### config.mk
export PLATFORM = sky130hd
export DESIGN_NAME = led_pattern_blinker
export DESIGN_NICKNAME = d
export VERILOG_FILES = /design/src/rtl/led_blinker_pkg.sv /design/src/rtl/led_blink_channel.sv /design/src/rtl/led_pattern_blinker.sv
export SDC_FILE = /design/constraint.sdc
export NUM_CORES = 1
export LEC_CHECK = 0
export ABC_CLOCK_PERIOD_IN_PS = 5900
export BUFFER_PORTS_ARGS = -buffer_cell sky130_fd_sc_hd__buf_2
export CORE_MARGIN = 1.5
export CORE_UTILIZATION = 55
export DETAILED_ROUTE_END_ITERATION = 7
export GPL_ROUTABILITY_DRIVEN = 1
export PLACE_DENSITY = 0.72
export SYNTH_ARGS = -nofsm -noshare
export SYNTH_HDL_FRONTEND = slang
export SYNTH_SLANG_ARGS = --single-unit
### constraint.sdc
create_clock -name i_clock -period 5.9 [get_ports i_clock]
set_input_delay 0.295 -clock i_clock [delete_from_list [all_inputs] [get_ports i_clock]]
set_output_delay 0.295 -clock i_clock [all_outputs]
set_load 0.05 [all_outputs]
### src/rtl/led_blinker_pkg.sv
// Shared types and helpers for the multi-channel LED pattern blinker.
package led_blinker_pkg;

    typedef enum logic [1:0] {
        MODE_OFF   = 2'b00,
        MODE_ON    = 2'b01,
        MODE_BLINK = 2'b10,
        MODE_BURST = 2'b11
    } mode_t;

    typedef enum logic [1:0] {
        PH_OFF = 2'd0,
        PH_ON  = 2'd1,
        GAP    = 2'd2
    } phase_t;

    function automatic int unsigned rate_half_period(
        input logic [1:0]  sel,
        input int unsigned r0,
        input int unsigned r1,
        input int unsigned r2,
        input int unsigned r3
    );
        case (sel)
            2'd0:    return r0;
            2'd1:    return r1;
            2'd2:    return r2;
            default: return r3;
        endcase
    endfunction

endpackage

### src/rtl/led_blink_channel.sv
// One LED channel: half-period counter, latched mode/rate/length, burst phase FSM.
module led_blink_channel
    import led_blinker_pkg::*;
#(
    parameter int unsigned CNT_W   = 24,
    parameter int unsigned C_RATE0 = 10,
    parameter int unsigned C_RATE1 = 20,
    parameter int unsigned C_RATE2 = 50,
    parameter int unsigned C_RATE3 = 100,
    parameter int unsigned BURST_W = 3,
    parameter int unsigned GAP_HP  = 4
) (
    input  logic               i_clock,
    input  logic               i_reset,
    input  logic               i_enable,
    input  logic [1:0]         i_rate_sel,
    input  logic [1:0]         i_mode,
    input  logic [BURST_W-1:0] i_burst_len,
    output logic               o_led_drive,
    output logic               o_burst_done
);

    localparam int unsigned GAP_W = (GAP_HP > 1) ? $clog2(GAP_HP) : 1;

    mode_t              mode_q,  mode_d;
    phase_t             phase_q, phase_d;
    logic [CNT_W-1:0]   cnt_q,   cnt_d;
    logic [CNT_W-1:0]   half_q,  half_d;
    logic [BURST_W-1:0] len_q,   len_d;
    logic [BURST_W-1:0] pulse_q, pulse_d;
    logic [GAP_W-1:0]   gap_q,   gap_d;
    logic               led_q,   led_d;
    logic               done_q,  done_d;

    logic [CNT_W-1:0]   rate_hp;
    logic [BURST_W-1:0] pulse_inc;
    logic               tc;
    logic               restart;

    assign rate_hp   = CNT_W'(rate_half_period(i_rate_sel, C_RATE0, C_RATE1, C_RATE2, C_RATE3));
    assign pulse_inc = pulse_q + BURST_W'(1);
    assign tc        = (cnt_q == half_q - CNT_W'(1));
    assign restart   = !i_enable || (mode_t'(i_mode) != mode_q);

    always_ff @(posedge i_clock) begin
        if (i_reset) begin
            mode_q  <= MODE_OFF;
            phase_q <= PH_OFF;
            cnt_q   <= '0;
            half_q  <= '0;
            len_q   <= '0;
            pulse_q <= '0;
            gap_q   <= '0;
            led_q   <= 1'b0;
            done_q  <= 1'b0;
        end else begin
            mode_q  <= mode_d;
            phase_q <= phase_d;
            cnt_q   <= cnt_d;
            half_q  <= half_d;
            len_q   <= len_d;
            pulse_q <= pulse_d;
            gap_q   <= gap_d;
            led_q   <= led_d;
            done_q  <= done_d;
        end
    end

    always_comb begin
        mode_d  = mode_q;
        phase_d = phase_q;
        cnt_d   = cnt_q;
        half_d  = half_q;
        len_d   = len_q;
        pulse_d = pulse_q;
        gap_d   = gap_q;
        led_d   = led_q;
        done_d  = 1'b0;

        // Restart wins over any terminal count seen on the same cycle.
        if (restart) begin
            mode_d  = mode_t'(i_mode);
            phase_d = PH_OFF;
            cnt_d   = '0;
            half_d  = rate_hp;
            len_d   = i_burst_len;
            pulse_d = '0;
            gap_d   = '0;
            led_d   = 1'b0;
        end else begin
            case (mode_q)
                MODE_OFF: begin
                    cnt_d = '0;
                    led_d = 1'b0;
                end
                MODE_ON: begin
                    cnt_d = '0;
                    led_d = 1'b1;
                end
                MODE_BLINK: begin
                    if (tc) begin
                        cnt_d  = '0;
                        half_d = rate_hp;
                        led_d  = !led_q;
                    end else begin
                        cnt_d = cnt_q + CNT_W'(1);
                    end
                end
                default: begin
                    if (tc) begin
                        cnt_d  = '0;
                        half_d = rate_hp;
                        case (phase_q)
                            PH_OFF: begin
                                // A zero length keeps the channel dark and polls for a new length.
                                if (len_q == '0) begin
                                    len_d = i_burst_len;
                                end else begin
                                    phase_d = PH_ON;
                                    led_d   = 1'b1;
                                end
                            end
                            PH_ON: begin
                                led_d   = 1'b0;
                                pulse_d = pulse_inc;
                                if (pulse_inc == len_q) begin
                                    phase_d = GAP;
                                    gap_d   = '0;
                                    done_d  = 1'b1;
                                end else begin
                                    phase_d = PH_OFF;
                                end
                            end
                            GAP: begin
                                if (gap_q == GAP_W'(GAP_HP - 1)) begin
                                    phase_d = PH_OFF;
                                    len_d   = i_burst_len;
                                    pulse_d = '0;
                                end else begin
                                    gap_d = gap_q + GAP_W'(1);
                                end
                            end
                            default: begin
                                phase_d = PH_OFF;
                                led_d   = 1'b0;
                            end
                        endcase
                    end else begin
                        cnt_d = cnt_q + CNT_W'(1);
                    end
                end
            endcase
        end
    end

    assign o_led_drive  = led_q;
    assign o_burst_done = done_q;

endmodule

### src/rtl/led_pattern_blinker.sv
// Multi-channel LED pattern blinker: NUM_CH independent channels sliced from packed buses.
module led_pattern_blinker
    import led_blinker_pkg::*;
#(
    parameter int unsigned NUM_CH  = 4,
    parameter int unsigned CNT_W   = 24,
    parameter int unsigned C_RATE0 = 10,
    parameter int unsigned C_RATE1 = 20,
    parameter int unsigned C_RATE2 = 50,
    parameter int unsigned C_RATE3 = 100,
    parameter int unsigned BURST_W = 3,
    parameter int unsigned GAP_HP  = 4
) (
    input  logic                      i_clock,
    input  logic                      i_reset,
    input  logic                      i_enable,
    input  logic [2*NUM_CH-1:0]       i_rate_sel,
    input  logic [2*NUM_CH-1:0]       i_mode,
    input  logic [BURST_W*NUM_CH-1:0] i_burst_len,
    output logic [NUM_CH-1:0]         o_led_drive,
    output logic [NUM_CH-1:0]         o_burst_done
);

    for (genvar k = 0; k < NUM_CH; k++) begin : g_ch
        led_blink_channel #(
            .CNT_W   (CNT_W),
            .C_RATE0 (C_RATE0),
            .C_RATE1 (C_RATE1),
            .C_RATE2 (C_RATE2),
            .C_RATE3 (C_RATE3),
            .BURST_W (BURST_W),
            .GAP_HP  (GAP_HP)
        ) u_ch (
            .i_clock      (i_clock),
            .i_reset      (i_reset),
            .i_enable     (i_enable),
            .i_rate_sel   (i_rate_sel[2*k +: 2]),
            .i_mode       (i_mode[2*k +: 2]),
            .i_burst_len  (i_burst_len[BURST_W*k +: BURST_W]),
            .o_led_drive  (o_led_drive[k]),
            .o_burst_done (o_burst_done[k])
        );
    end

endmodule

-- After elaboration in Yosys (flattened, before gate mapping)
Cells that the tools add are included.
Widths: inputs -> output; s select.
- add/sub/neg operators: 16
- equal/unequal tests: 84
- mux-type cells: 100
- bitwise operators: 12
- reduce and logical (&&, ||, !) cells: 85
- operator list (operator ; count):
    $mux 24 ; 12
    $add 24x1->24 const B ; 4
    $eq 24x24->1 ; 4
    $sub 24x1->24 const B ; 4
    $pmux 7 s3 ; 4
    $mux 3 ; 24
    $pmux 3 s2 ; 8
    $reduce_and 4->1 ; 12
    $mux 2 ; 20
    $ne 2x1->1 const B ; 20
    $reduce_and 5->1 ; 8
    $eq 2x2->1 const B ; 16
    $reduce_or 7->1 ; 4
    $eq 2x1->1 const B ; 12
    $logic_not 2->1 ; 12
    $ne 3x1->1 const B ; 8
    $pmux 2 s3 ; 4
    $reduce_bool 3->1 ; 8
    $ne 5x5->1 const B ; 4
    $reduce_or 5->1 ; 4
    $mux 1 ; 16
    $ne 2x2->1 const B ; 8
    $ne 4x1->1 const B ; 4
    $pmux 2 s2 ; 4
    other kinds (14) ; 73
- register bits: 248
- input bits: 31
- logic and storage cells: 333

-- Longest topological paths before layout
Gate-level depths: netlist of run 1.
- depth in word-level cells: 6
- depth in mapped cells: 12
- mapped depth without buffers: 10

-- Cells and area by module
From an unflattened synthesis of run 1, not the netlist that was laid out.
- cell total of the unflattened synthesis: 1162
- area, all modules: 10148.5 um2
- modules (own cells, without submodules) (module ; times used ; cells an instance ; area an instance (um2) ; sequential area each (um2)):
    led_blink_channel (g_ch[0].u_ch ...) ; 3 ; 288 ; 2539.9 ; 880.8
    led_blink_channel (g_ch[3].u_ch) ; 1 ; 298 ; 2528.7 ; 880.8

-- Worst setup path after synthesis of run 1
Ideal clock, no wire load.
- kind: register to register
- start point: register g_ch[0].u_ch.half_q[3]
- end point: register g_ch[0].u_ch.cnt_q[15]
- setup time: 0.128 ns
- arrival time: 2.525 ns
- path slack: 3.248 ns
- cell stages (with the launch flop): 11
- clock period less this slack: 2.652 ns
- cell sequence: dfxtp_1 or3_1 nor3_1 ha_1 xor2_1 nand4_1 a211oi_1 nand4_1 nand3_1 clkbuf_1 nor2_1
- longest elaborated chain between the ends: 3
- ends and longest elaborated chain (what ; line ; RTL):
    from (decl) ; led_blink_channel.sv:28 ; logic [CNT_W-1:0] half_q, half_d;
    from (signal assigned) ; led_blink_channel.sv:60 ; half_q <= half_d;
    $sub 24x1->24 ; led_blink_channel.sv:42 ; assign tc = (cnt_q == half_q - CNT_W'(1));
    $eq 24x24->1 ; led_blink_channel.sv:42 ;
    $reduce_or 5->1 (no source line) ; -- ;
    to (signal assigned) ; led_blink_channel.sv:59 ; cnt_q <= cnt_d;
    to (decl) ; led_blink_channel.sv:27 ; logic [CNT_W-1:0] cnt_q, cnt_d;
Every way passes these cells.
A chain may end at the register's enable or synchronous reset.

-- Worst setup path in the final report of run 1
- start point: register g_ch[0].u_ch.half_q[3]
- end point: register g_ch[0].u_ch.cnt_q[0]
Same word-level chain as after synthesis.

==> impl_results.md, run 1 <==
* Die Ht at 137.1 um
* TritonCTS Buffers at 17
* Leakage power at about 4 nW
* Antenna violation net count after detailed routing at 0
* Setup CP Type: register to register
* Initial Util at 56.75%
* Mapped Cells at 1,170
* Final wirelength at 19,120 um
* Global-route total usage across every layer at between 20 and 25%
* Wire length per cell at between 10 and 15 um
* First-pass GRT wire length at 32,840 um
* Clk_lat worst skew at 430 ps
* CTS clk-pin slew, worst paths at 70 ps
* Antenna Cells at 0
* Die outline width at 137.1 um
* Clock Sinks at about 180
* Pin count of the biggest net entering global routing at 40
* Power per cell area at 246.5 nW/um^2
* Top FF cell, synth: dfxtp_1
* Top-area cell type share of the netlist area at 35.65%
* Crit path time final at 3287 ps
* Synth Area per Inst at 8.447 sq um
* Setup crit end kind: register
* Max FO, Critical Path at 24
* Row count at 48
* Placed inst area at a little over 10,000 sq um
* Min-delay src: i_mode[4]
* Synth warnings at 0
* CTS max path bufs at 2
* Post-synth ARST share at 0%
* Max Cap Violations at 0
* Layout cell share with drive strength beyond 1 at under 10%
* Buffers on Ports at 38
* Post-synthesis sequential area ratio at between 30 and 40%
* Highest Clock Rate at 304.2 MHz
* Library cells used by synthesis at roughly 70
* Setup TNS at 0 ps
* Hold-fix buffers, CTS at 0
* Worst hold path type: input pin to register
* Top-count cell post-synth: dfxtp_1
* Final slew viol count at 0
* Initial antenna violation count at 0
* Critical path startpoint: g_ch[0].u_ch.half_q[3]
* CTS root buffer: clkbuf_16
* Drc violations at 0
* Clock Skew at 7.271 ps
* Synth top cells by count: dfxtp_1 (176), nor2_1 (164), nand2_1 (90), xor2_1 (79), nand3_1 (68)
* Type of origin of the critical path: register
* Top Ports at 39
* Synth area leaders: dfxtp_1 (36%), ha_1 (8.1%), xor2_1 (7.0%), nor2_1 (6.2%), xnor2_1 (5.3%)
* TritonCTS clock tree: done
* Critical Path AT at 3570 ps
* Post-synth EDFFs at 0
* Final Wtd Congestion at about 0.84
* Total power at ~0.0027 W
* Yosys top cell by area: dfxtp_1
* CTS H-tree depth at 4
* Worst path required time at 6180 ps
* Core ar. at 17,420 sq um
* Area growth syn-to-layout at 9.077%
* Die area at about 19,000 sq um
* Iteration-0 DRC Markers at 434
* Syn Nets at 1,265
* Vias/cell at 5.468
* Outcome: finished clean
* Slew margin rel. at 26.02%
* Final period utilization at a little under three fifths
* Placed insts at 1,394
* VDD IR max at 0.2174 mV
* R2r setup slk at approximately 2600 ps
* Vias at 7,792
* Seq cells post-synth at 176
* GRT overflow at 0
* Worst Tran Pin Value at approximately 1100 ps
* Vias in the first global route at 7,222
* Drt pass-1 iters at 5
* Post-CTS repair timing setup buffer count at 0
* Post-cts repair resize count at 0
* Non-filler instance count after layout at approximately 1,400
* Mapped Area at 9883 sq um
* Reg2reg start: g_ch[0].u_ch.half_q[3]
* Final core utilization at 61.90%
* RSZ-0062 raised after global routing: no
* DP HPWL at between 10,000 and 15,000 um
* Final Hold Viols at 0
* Final setup violation count at 0
* # nets final at 1,283
* Finished Cell Area at around 11,000 sq um
power by group:
group	leakage (nW)	internal [W]	switching, W
clock	0.294	0.000719	0.000469
sequential	1.43	0.00121	0.0000269
combinational	2.26	0.000105	0.000127
total	3.98	0.00203	0.000622
area by class of cell:
class	instances	area [sq um]
flip-flops and latches	176	3523
clock inverters	9	158.9
repair buffers	40	205.2
well taps	225	281.5
fillers	1551	6636
multi-input cells	888	5913
inverters	65	244.0
clock buffers	22	454.2
through the flow:
step / hold WS (ps) / setup WS [ps]
2_1_floorplan: 423.2 / 3248
3_3_place_gp: 452.0 / 2723
3_5_place_dp: 465.0 / 2630
4_1_cts: 83.97 / 2598
5_1_grt: 98.61 / 2217
6_report: 97.00 / 2613
final timing paths:
check,end,cells past startpoint
worst min-delay path,g_ch[2].u_ch.mode_q[0],2
worst min register to register,g_ch[3].u_ch.gap_q[1],2
worst max-delay path,g_ch[0].u_ch.cnt_q[0],9
worst max register to register,g_ch[0].u_ch.cnt_q[0],9
cell usage in the layout (no fill, tap or decap), types with 3 or more instances in the layout:
cell type and n:
a2111o_1 4, a211oi_1 6, a21oi_1 24, and3_1 18, and4_1 11, buf_2 38
bufinv_16 4, clkbuf_1 4, clkbuf_16 17, clkinv_4 3, dfxtp_1 176, ha_1 64
inv_1 65, mux2_2 3, mux2i_1 41, nand2_1 90, nand2b_1 40, nand3_1 68
nand3b_1 3, nand4_1 40, nor2_1 164, nor2b_1 12, nor3_1 29, nor3b_1 3
nor4_1 20, o211ai_1 4, o21ai_0 21, o21bai_1 3, o311ai_0 4, o31ai_1 12
or2_2 6, or3_1 6, or4_1 8, xnor2_1 60, xor2_1 79
cell families (layout without fill, tap and decap cells):
kind of cell,Yosys count,count (layout),synth area share (%)
buffers and inverters,106,136,4.519
AOI/OAI and AO/OA,110,110,7.875
adders and majority gates,64,64,8.102
xor gates and xnor gates,139,139,12.32
DFF,176,176,35.65
muxes,45,45,4.608
and+or+nand+nor,530,530,26.93
flip-flops by register name, indices dropped and copies added (netlist names):
| signal | count |
|---|---|
| g_ch.u_ch.cnt_q | 96 |
| g_ch.u_ch.gap_q | 8 |
| g_ch.u_ch.half_q | 24 |
| g_ch.u_ch.len_q | 12 |
| g_ch.u_ch.mode_q | 8 |
| g_ch.u_ch.o_burst_done | 4 |
| g_ch.u_ch.o_led_drive | 4 |
| g_ch.u_ch.phase_q | 8 |
| g_ch.u_ch.pulse_q | 12 |
worst max-delay path, cell delays in order, from the launching register on:
cell,delay [ps]
dfxtp_1,350
or3_1,430
nor3_1,160
ha_1,260
xor2_1,140
nand4_1,120
a211oi_1,360
nand4_1,380
nand3_1,820
nor2_1,110
layer usage:
layer / vias up / part of all wire (%) / global-route usage [%]
li1: 4069 / - / -
met1: 3628 / 50 / 28.24
met2: 71 / 46 / 34.98
met3: 24 / 2.2 / 3.815
met4: 0 / 2.2 / 8.772
met5: - / 0 / 0
No activity file was read; power rests on OpenSTA's default activity.
==> inputs of run 2 (changes only) <==
--- a/config.mk
+++ b/config.mk
@@ -5,7 +5,7 @@
 export SDC_FILE = /design/constraint.sdc
 export NUM_CORES = 1
 export LEC_CHECK = 0
-export ABC_CLOCK_PERIOD_IN_PS = 5900
+export ABC_CLOCK_PERIOD_IN_PS = 3300
 export BUFFER_PORTS_ARGS = -buffer_cell sky130_fd_sc_hd__buf_2
 export CORE_MARGIN = 1.5
 export CORE_UTILIZATION = 55
==> constraint.sdc (replaced) <==
create_clock -name i_clock -period 3.3 [get_ports i_clock]
set_input_delay 0.165 -clock i_clock [delete_from_list [all_inputs] [get_ports i_clock]]
set_output_delay 0.165 -clock i_clock [all_outputs]
set_load 0.05 [all_outputs]
==> run 2 against run 1 <==
Effect of this change: clock-buffer cell count is 3 lower; routed wire length is 1.9% higher; critical endpoint is now g_ch[0].u_ch.pulse_q[2]; flip-flop and latch count stayed put; die area stayed put; fmax is 9.8% higher; via count is 2.7% higher; critical path type unchanged; combinational power is 88% higher; first-iteration DRC count is 12% lower.
==> impl_results.md, run 2 (same netlist as run 1, synthesis figures left out) <==
* Clk_lat worst skew at 430 ps (about the same)
* Leakage power at 4.109 nW (+3.2%)
* Global-route total usage across every layer at 22.01% (+0.49 points)
* Drc violations at 0 (unchanged)
* Worst hold path type: input pin to register
* Critical Path AT at 3350 ps (-220 ps)
* Crit path time final at 2993 ps (-294.0 ps)
* Commonest non-fill, non-tap cell in the layout: dfxtp_1
* Largest register FFs at 96 (unchanged)
* Final WS setup at 307.2 ps (-2306 ps)
* Vias/cell at 5.513 (+0.82%)
* Die outline width at 137.1 um (unchanged)
* Hold-critical path depth at 3 (+1)
* Area of the multi-input gates at 5913 sq um (unchanged)
* Initial Util at 56.75% (unchanged)
* Final Hold Viols at 0 (unchanged)
* Worst Tran Pin Value at 713.9 ps (-391.8 ps)
* Vias in the first global route at 7,429 (+2.9%)
* Clock Sinks at 176 (unchanged)
* Top Ports at 39 (unchanged)
* Die Ht at 137.1 um (unchanged)
* Final Wtd Congestion at 0.8405 (-0.12%)
* Iteration-0 DRC Markers at 382 (-12%)
* Hold-fix buffers, CTS at 17 (+17)
* Slew margin rel. at 51.97% (+26 points)
* CTS max path bufs at 2 (unchanged)
* GRT overflow at 0 (unchanged)
* CTS H-tree depth at 4 (unchanged)
* First-pass GRT wire length at 33,640 um (+2.5%)
* CTS clk-pin slew, worst paths at 70 ps (about the same)
* Antenna Cells at 0 (unchanged)
* Pin count of the biggest net entering global routing at 33 (-18%)
* Setup crit end kind: register
* Most frequent cells in the layout: dfxtp_1 (176), nor2_1 (164), nand2_1 (90), xor2_1 (79), nand3_1 (68)
* Final slew viol count at 0 (unchanged)
* DP Worst Slack at 372.0 ps (-2258 ps)
* Area growth syn-to-layout at 11.89%
* Core ar. at 17,420 sq um (unchanged)
* Wire length per cell at 13.43 um (about the same)
* Worst path required time at 3660 ps (-2520 ps)
* Die area at 18,780 sq um (unchanged)
* DP HPWL at 13,890 um (about the same)
* Worst r2r path cells at 9 (unchanged)
* Buffers on Ports at 38 (unchanged)
* VDD IR max at 0.4053 mV (+86%)
* Type of origin of the critical path: register
* Top Registers: g_ch.u_ch.cnt_q (96), g_ch.u_ch.half_q (24)
* Total power at 0.004881 W (+84%)
* TritonCTS Buffers at 17 (unchanged)
* Final setup violation count at 0 (unchanged)
* Power per cell area at 441.4 nW/um^2 (+79%)
* # nets final at 1,308 (+1.9%)
* Vias at 7,999 (+2.7%)
* Outcome: finished clean
* Final wirelength at 19,490 um (+1.9%)
* CTS root buffer: clkbuf_16
* TritonCTS clock tree: done
* Drt pass-1 iters at 5 (unchanged)
* Max FO, Critical Path at 9 (-63%)
* Clock Skew at 7.487 ps (+0.2161 ps)
* Highest Clock Rate at 334.1 MHz (+9.8%)
* Post-cts repair resize count at 0 (unchanged)
* RSZ-0062 raised after global routing: no
* Register area at 3523 sq um (unchanged)
* Post-CTS repair timing setup buffer count at 0 (unchanged)
* Setup CP Type: register to register
* Antenna violation net count after detailed routing at 0 (unchanged)
* Largest Register: g_ch.u_ch.cnt_q
* Row count at 48 (unchanged)
* Final period utilization at 90.69% (+35 points)
* Max Cap Violations at 0 (unchanged)
* Fillers at 1,524 (-1.7%)
* Initial antenna violation count at 0 (unchanged)
* Setup TNS at 0 ps (unchanged)
* Layout cell share with drive strength beyond 1 at 8.157% (+0.91 points)
run 2: changes by cell type in the layout (fill, tap and decap cells not counted):
cell           previous run  this run
dlygate4sd3_1             0        17
clkinv_2                  1         2
inv_6                     0         1
bufinv_16                 4         5
clkbuf_1                  4         0
buf_4                     2        10
clkbuf_8                  1         2
clkinv_4                  3         1
clkinvlp_4                1         4
run 2: worst max-delay path: stages, from the launching register on:
cell	delay, ps
dfxtp_1	360
or3_1	430
nor3_1	160
ha_1	260
xor2_1	140
nand4_1	100
a211oi_1	360
nand4_1	380
or4_1	560
o21ai_0	160
run 2: final timing paths:
check                            endpoint  slack (ps)                     from
setup reg to reg  g_ch[0].u_ch.pulse_q[2]         310   g_ch[0].u_ch.half_q[3]
hold / removal      g_ch[1].u_ch.len_q[2]          20           i_burst_len[5]
hold reg to reg   g_ch[1].u_ch.pulse_q[1]         460  g_ch[1].u_ch.pulse_q[1]
setup / recovery  g_ch[0].u_ch.pulse_q[2]         310   g_ch[0].u_ch.half_q[3]
run 2: stage by stage:
step,cell area [sq um],instances,hold slack (ps),util (%)
after floorplan,9883,1170,293.2,-
after global placement,10230,1402,401.7,58.72
after detailed placement,10230,1402,407.6,58.72
after CTS,11060,1451,3.575,63.49
after global routing,11060,1451,12.85,63.49
final,11060,1451,20.21,63.49
run 2: report_power, final:
part / internal [W] / switching [W]
registers: 0.00216 / 0.0000479
clock network: 0.00138 / 0.000848
logic: 0.000204 / 0.000233
run 2: area by class of cell:
| class | instances | share of cell area [%] |
|---|---|---|
| multi-input cells | 888 | 53.47 |
| repair buffers | 65 | 3.938 |
| inverters | 65 | 2.206 |
| clock buffers | 19 | 4.096 |
| well taps | 225 | 2.546 |
| clock inverters | 13 | 1.878 |
| flip-flops and latches | 176 | 31.86 |
run 2: metal layers:
| metal | wire, um | GRT usage [%] | vias up |
|---|---|---|---|
| met5 | 0 | 0 | - |
| met4 | 293 | 7.135 | 0 |
| met2 | 9390 | 37.16 | 101 |
| li1 | - | - | 4120 |
| met3 | 548 | 4.222 | 19 |
| met1 | 9254 | 28.26 | 3759 |
==> inputs of run 3 (changes only) <==
--- a/config.mk
+++ b/config.mk
@@ -11,7 +11,10 @@
 export CORE_UTILIZATION = 55
 export DETAILED_ROUTE_END_ITERATION = 7
 export GPL_ROUTABILITY_DRIVEN = 1
+export MAX_ROUTING_LAYER = met4
 export PLACE_DENSITY = 0.72
+export RECOVER_POWER = 25
+export SLEW_MARGIN = 15
 export SYNTH_ARGS = -nofsm -noshare
 export SYNTH_HDL_FRONTEND = slang
 export SYNTH_SLANG_ARGS = --single-unit
==> run 3 against run 2 <==
Effect of this change: critical path depth unchanged; clock-buffer cell count unchanged; final area down 0.27%; fmax up 0.14%; first-iteration DRC count down 5.2%; non-clock buffer count unchanged; core utilization down 0.17 points; via count down 0.20%; total power down 0.17%; flip-flop and latch count unchanged; critical path type unchanged; largest cell class unchanged.
==> impl_results.md, run 3 (same netlist as run 1, synthesis figures left out) <==
* Outcome: finished clean
* Critical-path cell list: or3_1 -> nor3_1 -> ha_1 -> xor2_1 -> nand4_1 -> a211oi_1 -> nand4_1 -> or4_1 -> o21ai_0
* Max Cap Violations at 0 (unchanged)
* Layout cell share with drive strength beyond 1 at 6.688% (-1.5 points)
* Hold WS at 21.46 ps (+1.253 ps)
* Wire length per cell at 13.40 um (-0.24%)
* Most frequent cells in the layout: dfxtp_1 (176), nor2_1 (164), nand2_1 (90), xor2_1 (79), nand3_1 (68)
* Critical Path AT at 3340 ps (about the same)
* Drc violations at 0 (unchanged)
* Antenna violation net count after detailed routing at 0 (unchanged)
* Leakage power at 4.047 nW (-1.5%)
* Crit path time final at 2988 ps (-4.305 ps)
* CTS H-tree depth at 4 (unchanged)
* Setup CP Type: register to register
* Buffers on Ports at 38 (unchanged)
* Finished Cell Area at 11,030 sq um (-0.27%)
* Post-cts repair resize count at 0 (unchanged)
* TritonCTS clock tree: done
* Final period utilization at 90.56% (-0.13 points)
* Non-filler instance count after layout at 1,451 (unchanged)
* Post-CTS repair timing setup buffer count at 0 (unchanged)
* Worst hold path type: input pin to register
* Top Registers: g_ch.u_ch.cnt_q (96), g_ch.u_ch.half_q (24)
* Placed insts at 1,402 (unchanged)
* CTS max path bufs at 2 (unchanged)
* CTS root buffer: clkbuf_16
* GRT overflow at 0 (unchanged)
* Clock Skew at 8.285 ps (+0.7979 ps)
* Global-route total usage across every layer at 22.70% (+0.68 points)
* Hold-fix buffers, CTS at 17 (unchanged)
* Antenna Cells at 0 (unchanged)
* Initial antenna violation count at 0 (unchanged)
* Die area at 18,780 sq um (unchanged)
* DP HPWL at 13,890 um (unchanged)
* Iteration-0 DRC Markers at 362 (-5.2%)
* Final wirelength at 19,440 um (-0.24%)
* Highest Clock Rate at 334.6 MHz (+0.14%)
* Type of origin of the critical path: register
* Initial Util at 56.75% (unchanged)
* Clock Sinks at 176 (unchanged)
* CP max stage delay at 560 ps (about the same)
* Min-delay src: i_burst_len[5]
* Slew margin rel. at 52.12% (+0.15 points)
* Largest Register: g_ch.u_ch.cnt_q
* Final slew viol count at 0 (unchanged)
* Crit path buffers/inverters at 0 (unchanged)
* Power per cell area at 441.9 nW/um^2 (+0.11%)
* Vias in the first global route at 7,413 (-0.22%)
* Die Ht at 137.1 um (unchanged)
* CTS clk-pin slew, worst paths at 70 ps (about the same)
* Row count at 48 (unchanged)
* Area growth syn-to-layout at 11.58%
* RSZ-0062 raised after global routing: no
* Core ar. at 17,420 sq um (unchanged)
* Vias/cell at 5.502 (-0.20%)
* Final setup violation count at 0 (unchanged)
* # nets final at 1,308 (unchanged)
* Max stage delay cell, worst path: or4_1
* Largest register FFs at 96 (unchanged)
* Die outline width at 137.1 um (unchanged)
* Reg2reg start: g_ch[0].u_ch.half_q[3]
* VDD IR max at 0.4019 mV (-0.85%)
* Max FO, Critical Path at 9 (unchanged)
* Worst path required time at 3650 ps (about the same)
* Final Hold Viols at 0 (unchanged)
* Commonest non-fill, non-tap cell in the layout: dfxtp_1
* CP top delay family: simple AND/OR/NAND/NOR gates
* Top Ports at 39 (unchanged)
* Setup crit end kind: register
* TritonCTS Buffers at 17 (unchanged)
* Vias at 7,983 (-0.20%)
* Setup TNS at 0 ps (unchanged)
* CP most frequent cell: nand4_1
* Final Wtd Congestion at 0.8535 (+1.5%)
* First-pass GRT wire length at 33,700 um (+0.16%)
* Clk_lat worst skew at 430 ps (about the same)
* Critical path startpoint: g_ch[0].u_ch.half_q[3]
* Worst Tran Pin Value at 712.7 ps (-1.187 ps)
* Placed inst area at 10,230 sq um (unchanged)
* Drt pass-1 iters at 6 (+1)
* Pin count of the biggest net entering global routing at 33 (unchanged)
## run 3: changes by cell type in the layout (fill, tap and decap cells not counted)
cell,previous run,this run
or4_1,8,9
buf_2,38,22
buf_4,10,8
clkbuf_1,0,17
clkbuf_2,0,1
or4_4,1,0
## run 3: worst register-to-register path, cell delays in order (launching register included)
cell	delay, ps
dfxtp_1	360
or3_1	430
nor3_1	160
ha_1	260
xor2_1	130
nand4_1	100
a211oi_1	360
nand4_1	380
or4_1	560
o21ai_0	160
## run 3: stage by stage
stage / setup slack, ps / power [W] / utilization, %
6_report: 311.5 / 0.004873 / 63.32
5_1_grt: 12.24 / 0.005078 / 63.32
2_1_floorplan: 647.7 / 0.002573 / -
3_5_place_dp: 372.0 / 0.002678 / 58.72
4_1_cts: 344.7 / 0.004928 / 63.49
3_3_place_gp: 447.9 / 0.002668 / 58.72
## run 3: area by class of cell
cell class	instances	area [sq um]
Fill cell	1532	6389
Multi-Input combinational cell	888	5909
Sequential cell	176	3523
Clock buffer	19	452.9
Timing Repair Buffer	65	409.1
Tap cell	225	281.5
Inverter	65	244.0
Clock inverter	13	207.7
## run 3: metal layers
metal  wire [um]  GRT usage (%)
met1        9281          28.33
met2        9431          37.21
met3         465          4.222
met4         260          7.135
met5           0              -
## run 3: where the power goes
| part | switching, W | total [W] | internal (W) |
|---|---|---|---|
| Clock | 0.000843 | 0.00223 | 0.00138 |
| Combinational | 0.000233 | 0.000435 | 0.000202 |
| Sequential | 0.0000477 | 0.00221 | 0.00216 |
| Total | 0.00112 | 0.00487 | 0.00375 |
## run 3: path summary, 6_finish.rpt
check                                          endpoint  slack, ps  cells after the start
worst max-delay path            g_ch[0].u_ch.pulse_q[2]        310                      9
worst min-delay path              g_ch[1].u_ch.len_q[2]         20                      3
worst max register to register  g_ch[0].u_ch.pulse_q[2]        310                      9
worst min register to register  g_ch[1].u_ch.pulse_q[1]        460                      2
